File: src/rtl/spi_slave_pkg.sv
// Shared definitions for the parametrised SPI slave: FSM states, command
// codes and the command field width.
package spi_slave_pkg;

    localparam int CMD_W = 2;

    localparam logic [CMD_W-1:0] CMD_WR_ADDR = 2'b00;
    localparam logic [CMD_W-1:0] CMD_WR_DATA = 2'b01;
    localparam logic [CMD_W-1:0] CMD_RD_ADDR = 2'b10;
    localparam logic [CMD_W-1:0] CMD_RD_DATA = 2'b11;

    typedef enum logic [2:0] {
        IDLE,
        CHK_CMD,
        WRITE,
        READ_ADD,
        READ_DATA,
        TX_WAIT,
        TX_SHIFT,
        HOLD
    } state_t;

    // Both read commands share their leading bit, so the first command bit
    // alone selects between the write and read paths.
    function automatic logic cmd_is_read(input logic first_bit);
        return first_bit == CMD_RD_ADDR[CMD_W-1];
    endfunction

endpackage

File: src/rtl/spi_bit_counter.sv
// Loadable down-counter that saturates at zero; used to count frame bits on
// both the receive and the transmit side.
module spi_bit_counter #(
    parameter int WIDTH    = 4,
    parameter int LOAD_VAL = 0
) (
    input  logic             clk,
    input  logic             rstn,
    input  logic             load,
    input  logic             en,
    output logic [WIDTH-1:0] cnt,
    output logic             zero
);

    localparam logic [WIDTH-1:0] LOAD_V = WIDTH'(LOAD_VAL);

    // Load takes priority; otherwise count down and stick at zero.
    always_ff @(posedge clk or negedge rstn) begin
        if (!rstn) begin
            cnt <= '0;
        end else if (load) begin
            cnt <= LOAD_V;
        end else if (en && (cnt != '0)) begin
            cnt <= cnt - WIDTH'(1);
        end
    end

    assign zero = (cnt == '0);

endmodule

File: src/rtl/spi_slave_param.sv
// SPI slave front-end: deserialises command+payload frames from MOSI for the
// RAM wrapper and serialises RAM read data back on MISO.
module spi_slave_param
    import spi_slave_pkg::*;
#(
    parameter int DATA_W    = 8,
    parameter bit MSB_FIRST = 1'b1
) (
    input  logic                clk,
    input  logic                rstn,
    input  logic                SS_n,
    input  logic                MOSI,
    output logic                MISO,
    output logic [DATA_W+1:0]   rx_data,
    output logic                rx_valid,
    input  logic [DATA_W-1:0]   tx_data,
    input  logic                tx_valid,
    output logic                frame_err,
    output logic                done
);

    localparam int FRAME_W = CMD_W + DATA_W;
    localparam int CNT_W   = $clog2(FRAME_W);

    state_t state_reg, state_next;
    logic   rd_addr_seen_reg;

    logic [CNT_W-1:0]  rx_cnt, tx_cnt;
    logic              rx_zero, tx_zero;
    logic [DATA_W-1:0] tx_buf_reg;
    logic [DATA_W-1:0] tx_shift_w;
    logic [CNT_W-1:0]  tx_idx;
    logic [CNT_W-1:0]  wr_idx;
    logic [FRAME_W-1:0] rx_data_next;

    logic rx_load, cap_en, rx_dec, tx_load, tx_dec, rd_set, rd_clr;
    logic rx_valid_next, frame_err_next, done_next, miso_next;

    // rx counter: loaded with DATA_W on frame start, one step per captured bit
    // after the first command bit; reaching zero marks the last frame bit.
    spi_bit_counter #(.WIDTH(CNT_W), .LOAD_VAL(DATA_W)) u_rx_cnt (
        .clk  (clk),
        .rstn (rstn),
        .load (rx_load),
        .en   (rx_dec),
        .cnt  (rx_cnt),
        .zero (rx_zero)
    );

    // tx counter: bits still to be driven after the first MISO bit.
    spi_bit_counter #(.WIDTH(CNT_W), .LOAD_VAL(DATA_W-1)) u_tx_cnt (
        .clk  (clk),
        .rstn (rstn),
        .load (tx_load),
        .en   (tx_dec),
        .cnt  (tx_cnt),
        .zero (tx_zero)
    );

    // Bit of the buffered read word to put on MISO for the current count.
    assign tx_idx     = MSB_FIRST ? (tx_cnt - CNT_W'(1)) : (CNT_W'(DATA_W) - tx_cnt);
    assign tx_shift_w = tx_buf_reg >> tx_idx;

    // Destination of the bit sampled this edge: command bits first, then the
    // payload from the top or bottom depending on bit order.
    always_comb begin
        if (state_reg == CHK_CMD) begin
            wr_idx = CNT_W'(DATA_W + 1);
        end else if (rx_cnt == CNT_W'(DATA_W)) begin
            wr_idx = CNT_W'(DATA_W);
        end else if (MSB_FIRST) begin
            wr_idx = rx_cnt;
        end else begin
            wr_idx = CNT_W'(DATA_W - 1) - rx_cnt;
        end
    end

    // Per-bit update of the receive word: cleared at frame start, one bit
    // written per capture edge, otherwise held.
    for (genvar gi = 0; gi < FRAME_W; gi++) begin : g_rx_bit
        assign rx_data_next[gi] = rx_load ? 1'b0 :
                                  (cap_en && (wr_idx == CNT_W'(gi))) ? MOSI :
                                  rx_data[gi];
    end

    // Next-state and control decode; SS_n high aborts any in-progress frame.
    always_comb begin
        state_next     = state_reg;
        rx_load        = 1'b0;
        cap_en         = 1'b0;
        rx_dec         = 1'b0;
        tx_load        = 1'b0;
        tx_dec         = 1'b0;
        rd_set         = 1'b0;
        rd_clr         = 1'b0;
        rx_valid_next  = 1'b0;
        frame_err_next = 1'b0;
        done_next      = 1'b0;
        miso_next      = 1'b0;
        case (state_reg)
            IDLE: begin
                if (!SS_n) begin
                    state_next = CHK_CMD;
                    rx_load    = 1'b1;
                end
            end
            CHK_CMD: begin
                if (SS_n) begin
                    state_next     = IDLE;
                    frame_err_next = 1'b1;
                end else begin
                    cap_en = 1'b1;
                    if (!cmd_is_read(MOSI)) begin
                        state_next = WRITE;
                    end else if (rd_addr_seen_reg) begin
                        state_next = READ_DATA;
                    end else begin
                        state_next = READ_ADD;
                    end
                end
            end
            WRITE, READ_ADD, READ_DATA: begin
                if (SS_n) begin
                    state_next     = IDLE;
                    frame_err_next = 1'b1;
                end else begin
                    cap_en = 1'b1;
                    rx_dec = 1'b1;
                    if (rx_zero) begin
                        rx_valid_next = 1'b1;
                        if (state_reg == READ_DATA) begin
                            state_next = TX_WAIT;
                        end else begin
                            state_next = HOLD;
                            rd_set     = (state_reg == READ_ADD);
                        end
                    end
                end
            end
            TX_WAIT: begin
                if (SS_n) begin
                    state_next     = IDLE;
                    frame_err_next = 1'b1;
                    rd_clr         = 1'b1;
                end else if (tx_valid) begin
                    tx_load    = 1'b1;
                    miso_next  = MSB_FIRST ? tx_data[DATA_W-1] : tx_data[0];
                    state_next = TX_SHIFT;
                end
            end
            TX_SHIFT: begin
                if (SS_n) begin
                    state_next     = IDLE;
                    frame_err_next = 1'b1;
                    rd_clr         = 1'b1;
                end else if (tx_zero) begin
                    rd_clr     = 1'b1;
                    state_next = HOLD;
                end else begin
                    miso_next = tx_shift_w[0];
                    tx_dec    = 1'b1;
                end
            end
            HOLD: begin
                if (SS_n) begin
                    done_next  = 1'b1;
                    state_next = IDLE;
                end
            end
            default: state_next = IDLE;
        endcase
    end

    // State register and the read-address-seen flag that picks READ_DATA.
    always_ff @(posedge clk or negedge rstn) begin
        if (!rstn) begin
            state_reg        <= IDLE;
            rd_addr_seen_reg <= 1'b0;
        end else begin
            state_reg <= state_next;
            if (rd_set) begin
                rd_addr_seen_reg <= 1'b1;
            end else if (rd_clr) begin
                rd_addr_seen_reg <= 1'b0;
            end
        end
    end

    // Registered outputs: strobes, MISO and the receive word.
    always_ff @(posedge clk or negedge rstn) begin
        if (!rstn) begin
            rx_valid  <= 1'b0;
            frame_err <= 1'b0;
            done      <= 1'b0;
            MISO      <= 1'b0;
            rx_data   <= '0;
        end else begin
            rx_valid  <= rx_valid_next;
            frame_err <= frame_err_next;
            done      <= done_next;
            MISO      <= miso_next;
            rx_data   <= rx_data_next;
        end
    end

    // Read word is latched once when the RAM data is accepted.
    always_ff @(posedge clk or negedge rstn) begin
        if (!rstn) begin
            tx_buf_reg <= '0;
        end else if (tx_load) begin
            tx_buf_reg <= tx_data;
        end
    end

endmodule

File: config.mk
export PLATFORM = sky130hd
export DESIGN_NAME = spi_slave_param
export DESIGN_NICKNAME = d
export VERILOG_FILES = /design/src/rtl/spi_slave_pkg.sv /design/src/rtl/spi_bit_counter.sv /design/src/rtl/spi_slave_param.sv
export SDC_FILE = /design/constraint.sdc
export NUM_CORES = 1
export LEC_CHECK = 0
export CAP_MARGIN = 20
export CORE_ASPECT_RATIO = 1.2
export CORE_MARGIN = 1
export CORE_UTILIZATION = 50
export DETAILED_ROUTE_END_ITERATION = 10
export PLACE_DENSITY_LB_ADDON = 0.2
export SYNTH_ARGS = -nofsm -noshare
export SYNTH_HDL_FRONTEND = slang
export SYNTH_HIERARCHICAL = 1
export SYNTH_SLANG_ARGS = --single-unit
File: constraint.sdc
create_clock -name clk -period 2.5 [get_ports clk]
set_clock_uncertainty 0.05 [all_clocks]
set_input_delay 0.5 -clock clk [delete_from_list [all_inputs] [get_ports clk]]
set_output_delay 0.5 -clock clk [all_outputs]
set_load 0.005 [all_outputs]
==> impl_metrics.yaml, run 1 <==
power_and_ir_drop:
  pwr-share-seq: 0.353
  powerDensity_nw_per_um2: 988.4
  ir_drop_uv: 847.2
  p_sw_frac: 0.3600
  p_switching_mw: 0.8765
  clkPwrFrac: 0.204
  combPwrFrac: 0.444
  p_leak_nw: 1.102
  fin_total_pwr_mw: 2.435
  p_int_mw: 1.559
cts:
  cts_buffers: 5
  post_cts_buffers: 0
  ctsHtreeMaxLevel: 2
  hold_buffers: 0
  clock_sinks: 34
  clk_latency_ps: 290
  cts_tree: "yes"
  clockBufferDepth: 2
  cts_resized: 0
  clkTransAtPathRegs_ps: 70
  cts_root_buf: "clkbuf_8"
timing:
  slew_violations: 0
  holdWs_ps: 463.0
  timing.slew.headroom: 0.4984
  fmax_mhz: 441.2
  layout_worst_path_cycle_share: 0.9066
  worst_pin_slew_ps: 750.8
  setup_viol: 0
  grt_setup_unrepaired: "false"
  hold_violations: 0
  period_needed_ps: 2267
  finalSetupTns_ps: 0
die:
  initial_utilization: 0.5352
  dieArea_um2: 4210
  fp-row-count: 24
  io_pins: 27
  core-area_um2: 3694
  die_w_um: 59.40
  dieHeight_um: 70.88
placement:
  hpwl_um: 3121
  place_congestion: 0.8387
  port_buffers: 26
grt:
  grt_max_degree: 35
  overflow: 0
  grt_pass1_wl_um: 7176
  grt.total_usage: 0.2284
  antenna_found_initial: 0
  first_global_vias: 1602
synth:
  synth_nets: 210
  synthArstFlopShare: 1.000
  syn_area_per_cell_um2: 10.24
  yosysSeqAreaShare: 0.4304
  ys_warn_count: 6
  synth-seq-cells: 34
  netlist_instances: 193
  synth_ff_type: "dfrtp_1"
  synth_area_um2: 1977
  synth_edf_count: 0
  post_synth_num_cell_types: 51
status:
  status: "finished clean"
final_layout:
  diodes: 0
  area_delta_synth_final_pct: 24.62
  final_nets: 246
  largest_reg_flops: 10
  filler_cell_count: 309
  drive_above_1_share: 0.2087
  fin_util: 0.6670
route:
  drt_iter0_markers: 75
  wl_per_cell_um: 15.05
  dr_total_vias: 1605
  post-route-drc-count: 0
  drt_wl_total_um: 4244
  first_pass_iters: 4
  via_per_inst: 5.691
  ant_nets: 0
setup_path:
  worst-path-buf-inv: 1
  setup.worst_path.end_class: "register"
  cp_top_family: "simple AND/OR/NAND/NOR gates"
  path_cells: "inv_1 -> ha_1 -> nor3b_1 -> nand2b_1 -> a2bb2oi_1 -> o31a_4 -> mux2_4"
  cpPeakStageDelay_ps: 630
  cp_max_fo: 6
  worstPathArrival_ps: 2390
  required_ps: 2620
  crit_type: "register to register"
  critPathSlowestCell: "nor3b_1"
  crit_path_start_kind: "register"
flow_run:
  max_cap_viol_count: 0
hold_path:
  worstHoldPathType: "register to register"
[power groups by stage]
stage	Sequential [mW]	Combinational [mW]	Clock, mW
floorplan	0.836	0.786	0
global placement	0.853	1.04	0
detailed placement	0.868	1.09	0
CTS	0.857	1.09	0.504
global route	0.879	1.20	0.533
finish	0.859	1.08	0.496
[metrics by stage]
step / instances / cell area (µm²) / setup WS [ps]
floorplan: 193 / 1977 / 317.7
global placement: 274 / 2355 / 281.3
detailed placement: 274 / 2355 / 238.6
CTS: 282 / 2464 / 232.6
global route: 282 / 2464 / 132.1
finish: 282 / 2464 / 233.4
[final timing paths]
kind | startpoint | end | slack, ps | depth (start not counted)
hold reg to reg | tx_buf_reg[5] | tx_buf_reg[5] | 460 | 1
max in group asynchronous | rstn | rx_data[2] | 1520 | 2
hold / removal | tx_buf_reg[5] | tx_buf_reg[5] | 460 | 1
setup / recovery | u_tx_cnt/cnt[1] | state_reg[2] | 230 | 7
min in group asynchronous | rstn | u_tx_cnt/cnt[0] | 560 | 2
setup reg to reg | u_tx_cnt/cnt[1] | state_reg[2] | 230 | 7
[layer usage]
layer | share of wire | up-vias | global-route usage
met5 | 0 | - | 0
met4 | 0.026 | 0 | 0.09788
met3 | 0.042 | 14 | 0.05119
met2 | 0.52 | 37 | 0.3983
met1 | 0.41 | 777 | 0.2616
li1 | - | 777 | -
[cell families after synthesis]
kind of cell               Yosys count  share of synthesized area
buffers and inverters               21                    0.04304
muxes                               20                     0.1266
AOI/OAI and AO/OA                   42                     0.1532
xor gates and xnor gates             2                   0.008862
and+or+nand+nor                     70                     0.2127
DFF                                 34                     0.4304
adders and majority gates            4                    0.02532
[Yosys cell counts, types with 5 or more instances]
cell / count / area share
mux2_2: 12 / 0.068
buf_2: 5 / 0.013
a21oi_1: 12 / 0.030
nand2_1: 6 / 0.011
nor2_1: 15 / 0.028
nor3b_1: 6 / 0.023
nor2b_1: 7 / 0.022
dfrtp_1: 34 / 0.43
nand3_1: 7 / 0.018
o21ai_0: 7 / 0.018
inv_1: 13 / 0.025
nor3_1: 7 / 0.018
[placed cells by master (no fill, tap or decap), types with 4 or more instances in the layout]
master / netlist / final
dfrtp_1: 34 / 34
clkdlybuf4s50_1: 0 / 26
nor2_1: 15 / 15
inv_1: 13 / 13
a21oi_1: 12 / 12
mux2_2: 12 / 12
buf_4: 0 / 11
nor3_1: 7 / 7
nor2b_1: 7 / 7
nand3_1: 7 / 7
o21ai_0: 7 / 7
nand2_1: 6 / 6
nor3b_1: 6 / 6
clkbuf_8: 0 / 5
a211o_1: 4 / 4
mux2i_1: 4 / 4
ha_1: 4 / 4
[area by class of cell]
type	instances	area, µm²	area share
multi-input combinational	138	1047	0.4251
clock inverter	3	40.04	0.01625
sequential	34	850.8	0.3454
tap	52	65.06	0.02641
clock buffer	5	68.82	0.02793
inverter	13	48.80	0.01981
timing repair buffer	37	342.8	0.1392
Power figures use the tool's default switching activity.
==> inputs of run 2 (changes only) <==
- clock period: 2.5 -> 2.35 ns (I/O delays scaled with it)
==> run 2 against run 1 <==
Sequential cell count unchanged. Core utilization up 1.4 points. Combinational power up 9%. Power up 13%. Count of clock-buffer cells in the layout unchanged. Cell count up 1.1%. Maximum frequency up 2.0%. Via count up 1.3%. Register-to-register slack worse by 110 ps. Sequential share of layout area down 0.70 points. Worst setup slack worse by 110 ps. Largest power group unchanged. Highest routed layer unchanged.
==> impl_metrics.yaml, run 2 (synthesized netlist as in run 1, its figures left out) <==
status:
  status: "finished clean"
cts:
  clockBufferDepth: 2
  clock_sinks: 34
  ctsHtreeMaxLevel: 2
  post_cts_buffers: 0
  cts_resized: 0
  clk_latency_ps: 290
  cts_root_buf: "clkbuf_8"
  cts_buffers: 5
  hold_buffers: 0
  clkTransAtPathRegs_ps: 70
  cts_tree: "yes"
power_and_ir_drop:
  p_sw_frac: 0.3490
  combPwrFrac: 0.432
  powerDensity_nw_per_um2: 1090
  p_switching_mw: 0.9568
  p_int_mw: 1.785
  ir_drop_uv: 621.7
  pwr-share-seq: 0.333
  fin_total_pwr_mw: 2.742
  p_leak_nw: 1.128
  clkPwrFrac: 0.235
timing:
  layout_worst_path_cycle_share: 0.9458
  slew_violations: 0
  grt_setup_unrepaired: "false"
  fin_ws_ps: 127.5
  finalSetupTns_ps: 0
  worst_pin_slew_ps: 689.6
  timing.slew.headroom: 0.5393
  hold_violations: 0
  fmax_mhz: 449.9
  holdWs_ps: 456.0
  period_needed_ps: 2223
  setup_viol: 0
final_layout:
  final_cell_mix: "dfrtp_1 (34), clkdlybuf4s50_1 (26), nor2_1 (15), buf_4 (14), inv_1 (13)"
  largest_reg_flops: 10
  area_delta_synth_final_pct: 27.22
  drive_above_1_share: 0.2189
  finalNonFillerCells: 285
  final_common_cell: "dfrtp_1"
  diodes: 0
  final_nets: 249
  fin_util: 0.6809
  design_area_um2: 2515
die:
  die_w_um: 59.40
  dieHeight_um: 70.88
  initial_utilization: 0.5352
  dieArea_um2: 4210
  io_pins: 27
  core-area_um2: 3694
  fp-row-count: 24
setup_path:
  worstPathArrival_ps: 2340
  required_ps: 2470
  crit_path_start_kind: "register"
  cp_max_fo: 6
  crit_type: "register to register"
  setup.worst_path.end_class: "register"
placement:
  port_buffers: 26
  hpwl_um: 3242
  place_congestion: 0.8666
  dpl_worst_slack_ps: 137.8
  numPlacedInstances: 277
  postPlaceCellArea_um2: 2377
route:
  via_per_inst: 5.705
  ant_nets: 0
  first_pass_iters: 4
  drt_iter0_markers: 73
  drt_wl_total_um: 4408
  dr_total_vias: 1626
  wl_per_cell_um: 15.47
  post-route-drc-count: 0
grt:
  grt.total_usage: 0.2402
  overflow: 0
  grt_max_degree: 35
  first_global_vias: 1700
  grt_pass1_wl_um: 7624
  antenna_found_initial: 0
flow_run:
  max_cap_viol_count: 0
hold_path:
  worstHoldPathType: "register to register"
[run 2: path summary, 6_finish.rpt]
check | cells past startpoint | from | to | slack, ps
setup / recovery | 7 | u_tx_cnt/cnt[1] | state_reg[1] | 130
hold / removal | 1 | tx_buf_reg[5] | tx_buf_reg[5] | 460
setup reg to reg | 7 | u_tx_cnt/cnt[1] | state_reg[1] | 130
hold reg to reg | 1 | tx_buf_reg[5] | tx_buf_reg[5] | 460
max in group asynchronous | 2 | rstn | rx_data[2] | 1410
min in group asynchronous | 2 | rstn | u_tx_cnt/cnt[2] | 530
[run 2: routing by layer]
metal / global-route usage / share of wire / vias up
li1: - / - / 781
met4: 0.1138 / 0.026 / 0
met3: 0.04936 / 0.032 / 11
met2: 0.4207 / 0.55 / 32
met5: 0 / 0 / -
met1: 0.2716 / 0.39 / 802
[run 2: cell type report]
type	instances	area (µm²)
fill	301	1179
multi-input combinational	138	1047
sequential	34	850.8
timing repair buffer	40	365.4
clock buffer	5	68.82
clock inverter	3	68.82
tap	52	65.06
inverter	13	48.80
[run 2: power by group through the flow]
stage	logic [mW]	registers, mW	clock network (mW)
final	1.18	0.913	0.645
after global routing	1.32	0.937	0.673
after CTS	1.19	0.910	0.655
after detailed placement	1.18	0.919	0
after global placement	1.13	0.903	0
after floorplan	0.836	0.889	0
[run 2: worst max-delay path, stage by stage (launching register included)]
cell and delay [ps]:
dfrtp_1 440, inv_1 80, ha_1 160, nor3b_1 590
nand2b_1 110, a2bb2oi_1 210, o31a_4 180, mux2_4 300
==> inputs of run 3 (changes only) <==
- GPL_TIMING_DRIVEN: default -> 1
- PLACE_DENSITY: default -> 0.74
- PLACE_DENSITY_LB_ADDON: 0.2 -> default
==> run 3 against run 2 <==
Design area shrank 1.8%. Largest power group unchanged. Non-clock buffer count is the same. Global-route usage is essentially flat. Hold slack gained 4.1 ps. Power shrank 7.3%. Combinational power is essentially flat.
==> impl_metrics.yaml, run 3 (synthesized netlist as in run 1, its figures left out) <==
status:
  status: "finished clean"
timing:
  grt_setup_unrepaired: "false"
  fmax_mhz: 445.4
  period_needed_ps: 2245
  hold_violations: 0
  setup_viol: 0
  slew_violations: 0
  finalSetupTns_ps: 0
  layout_worst_path_cycle_share: 0.9554
  worst_pin_slew_ps: 681.8
  timing.slew.headroom: 0.5445
final_layout:
  design_area_um2: 2469
  area_delta_synth_final_pct: 24.87
  drive_above_1_share: 0.2146
  fin_util: 0.6684
  final_common_cell: "dfrtp_1"
  final_nets: 249
  diodes: 0
  final_cell_mix: "dfrtp_1 (34), clkdlybuf4s50_1 (26), nor2_1 (15), buf_4 (14), inv_1 (13)"
  largest_reg_flops: 10
placement:
  place_congestion: 0.9025
  postPlaceCellArea_um2: 2377
  port_buffers: 26
  hpwl_um: 3240
grt:
  grt_max_degree: 35
  use_met2: 0.4345
  grt_pass1_wl_um: 7576
  antenna_found_initial: 0
  met3_usage: 0.05302
  overflow: 0
  first_global_vias: 1734
  top_usage_layer: "met2"
  grt.total_usage: 0.2398
  grt_use_met1: 0.2700
route:
  ant_nets: 0
  post-route-drc-count: 0
  wl_per_cell_um: 15.39
  drt_iter0_markers: 71
  first_pass_iters: 4
  dr_total_vias: 1639
  drt_wl_total_um: 4387
  via_per_inst: 5.751
setup_path:
  regToRegSetupSlack_ps: 100
  required_ps: 2470
  path_cells: "inv_1 -> ha_1 -> nor3b_1 -> nand2b_1 -> a2bb2oi_1 -> o31a_4 -> mux2_4"
  worst-path-buf-inv: 1
  setup.worst_path.end_class: "register"
  crit_type: "register to register"
  cp_max_fo: 6
  crit_path_start_kind: "register"
  critPathSlowestCell: "nor3b_1"
  cpPeakStageDelay_ps: 580
  worstPathArrival_ps: 2370
  cp_top_family: "simple AND/OR/NAND/NOR gates"
die:
  fp-row-count: 24
  core-area_um2: 3694
  dieHeight_um: 70.88
  dieArea_um2: 4210
  die_w_um: 59.40
  initial_utilization: 0.5352
  io_pins: 27
cts:
  clockBufferDepth: 2
  cts_tree: "yes"
  clock_sinks: 34
  cts_buffers: 5
  cts_resized: 0
  ctsHtreeMaxLevel: 2
  clk_latency_ps: 290
  clkTransAtPathRegs_ps: 70
  post_cts_buffers: 0
  cts_root_buf: "clkbuf_8"
  hold_buffers: 0
power_and_ir_drop:
  ir_drop_uv: 618.8
  p_leak_nw: 1.108
  fin_total_pwr_mw: 2.541
  powerDensity_nw_per_um2: 1029
flow_run:
  max_cap_viol_count: 0
hold_path:
  worstHoldPathType: "register to register"
## run 3: cell count changes in the layout (fill, tap and decap cells not counted), sizes merged
cell,delta
clkbuf,+2
bufinv,-2
## run 3: metrics by stage
step	hold slack, ps	setup WS, ps	instances
after global placement	433.0	162.9	277
final	460.0	104.7	285
after CTS	462.8	139.5	285
after floorplan	124.4	167.7	193
after global routing	474.1	4.053	285
after detailed placement	448.0	89.67	277
## run 3: worst paths after layout
| kind | from | endpoint | cells past startpoint |
|---|---|---|---|
| worst max register to register | u_tx_cnt/cnt[1] | state_reg[2] | 7 |
| max in group asynchronous | rstn | rx_data[5] | 2 |
| worst min register to register | tx_buf_reg[2] | tx_buf_reg[2] | 1 |
| worst min-delay path | tx_buf_reg[2] | tx_buf_reg[2] | 1 |
| min in group asynchronous | rstn | u_tx_cnt/cnt[0] | 2 |
| worst max-delay path | u_tx_cnt/cnt[1] | state_reg[2] | 7 |
## run 3: area by class of cell
cell class	instances	area, µm²
Clock buffer	7	86.33
Clock inverter	1	5.005
Multi-Input combinational cell	138	1047
Fill cell	295	1225
Timing Repair Buffer	40	365.4
Sequential cell	34	850.8
Tap cell	52	65.06
Inverter	13	48.80
## run 3: metal layers
layer / share of wire / vias to the layer above
li1: - / 781
met1: 0.41 / 823
met2: 0.55 / 30
met3: 0.030 / 5
met4: 0.013 / 0
met5: 0 / -
## run 3: power by group
group / leakage, nW / total, mW / switching (mW) / internal, mW
Combinational: 0.618 / 1.18 / 0.572 / 0.612
Clock: 0.0482 / 0.442 / 0.206 / 0.236
Sequential: 0.441 / 0.915 / 0.164 / 0.751
Total: 1.11 / 2.54 / 0.942 / 1.60
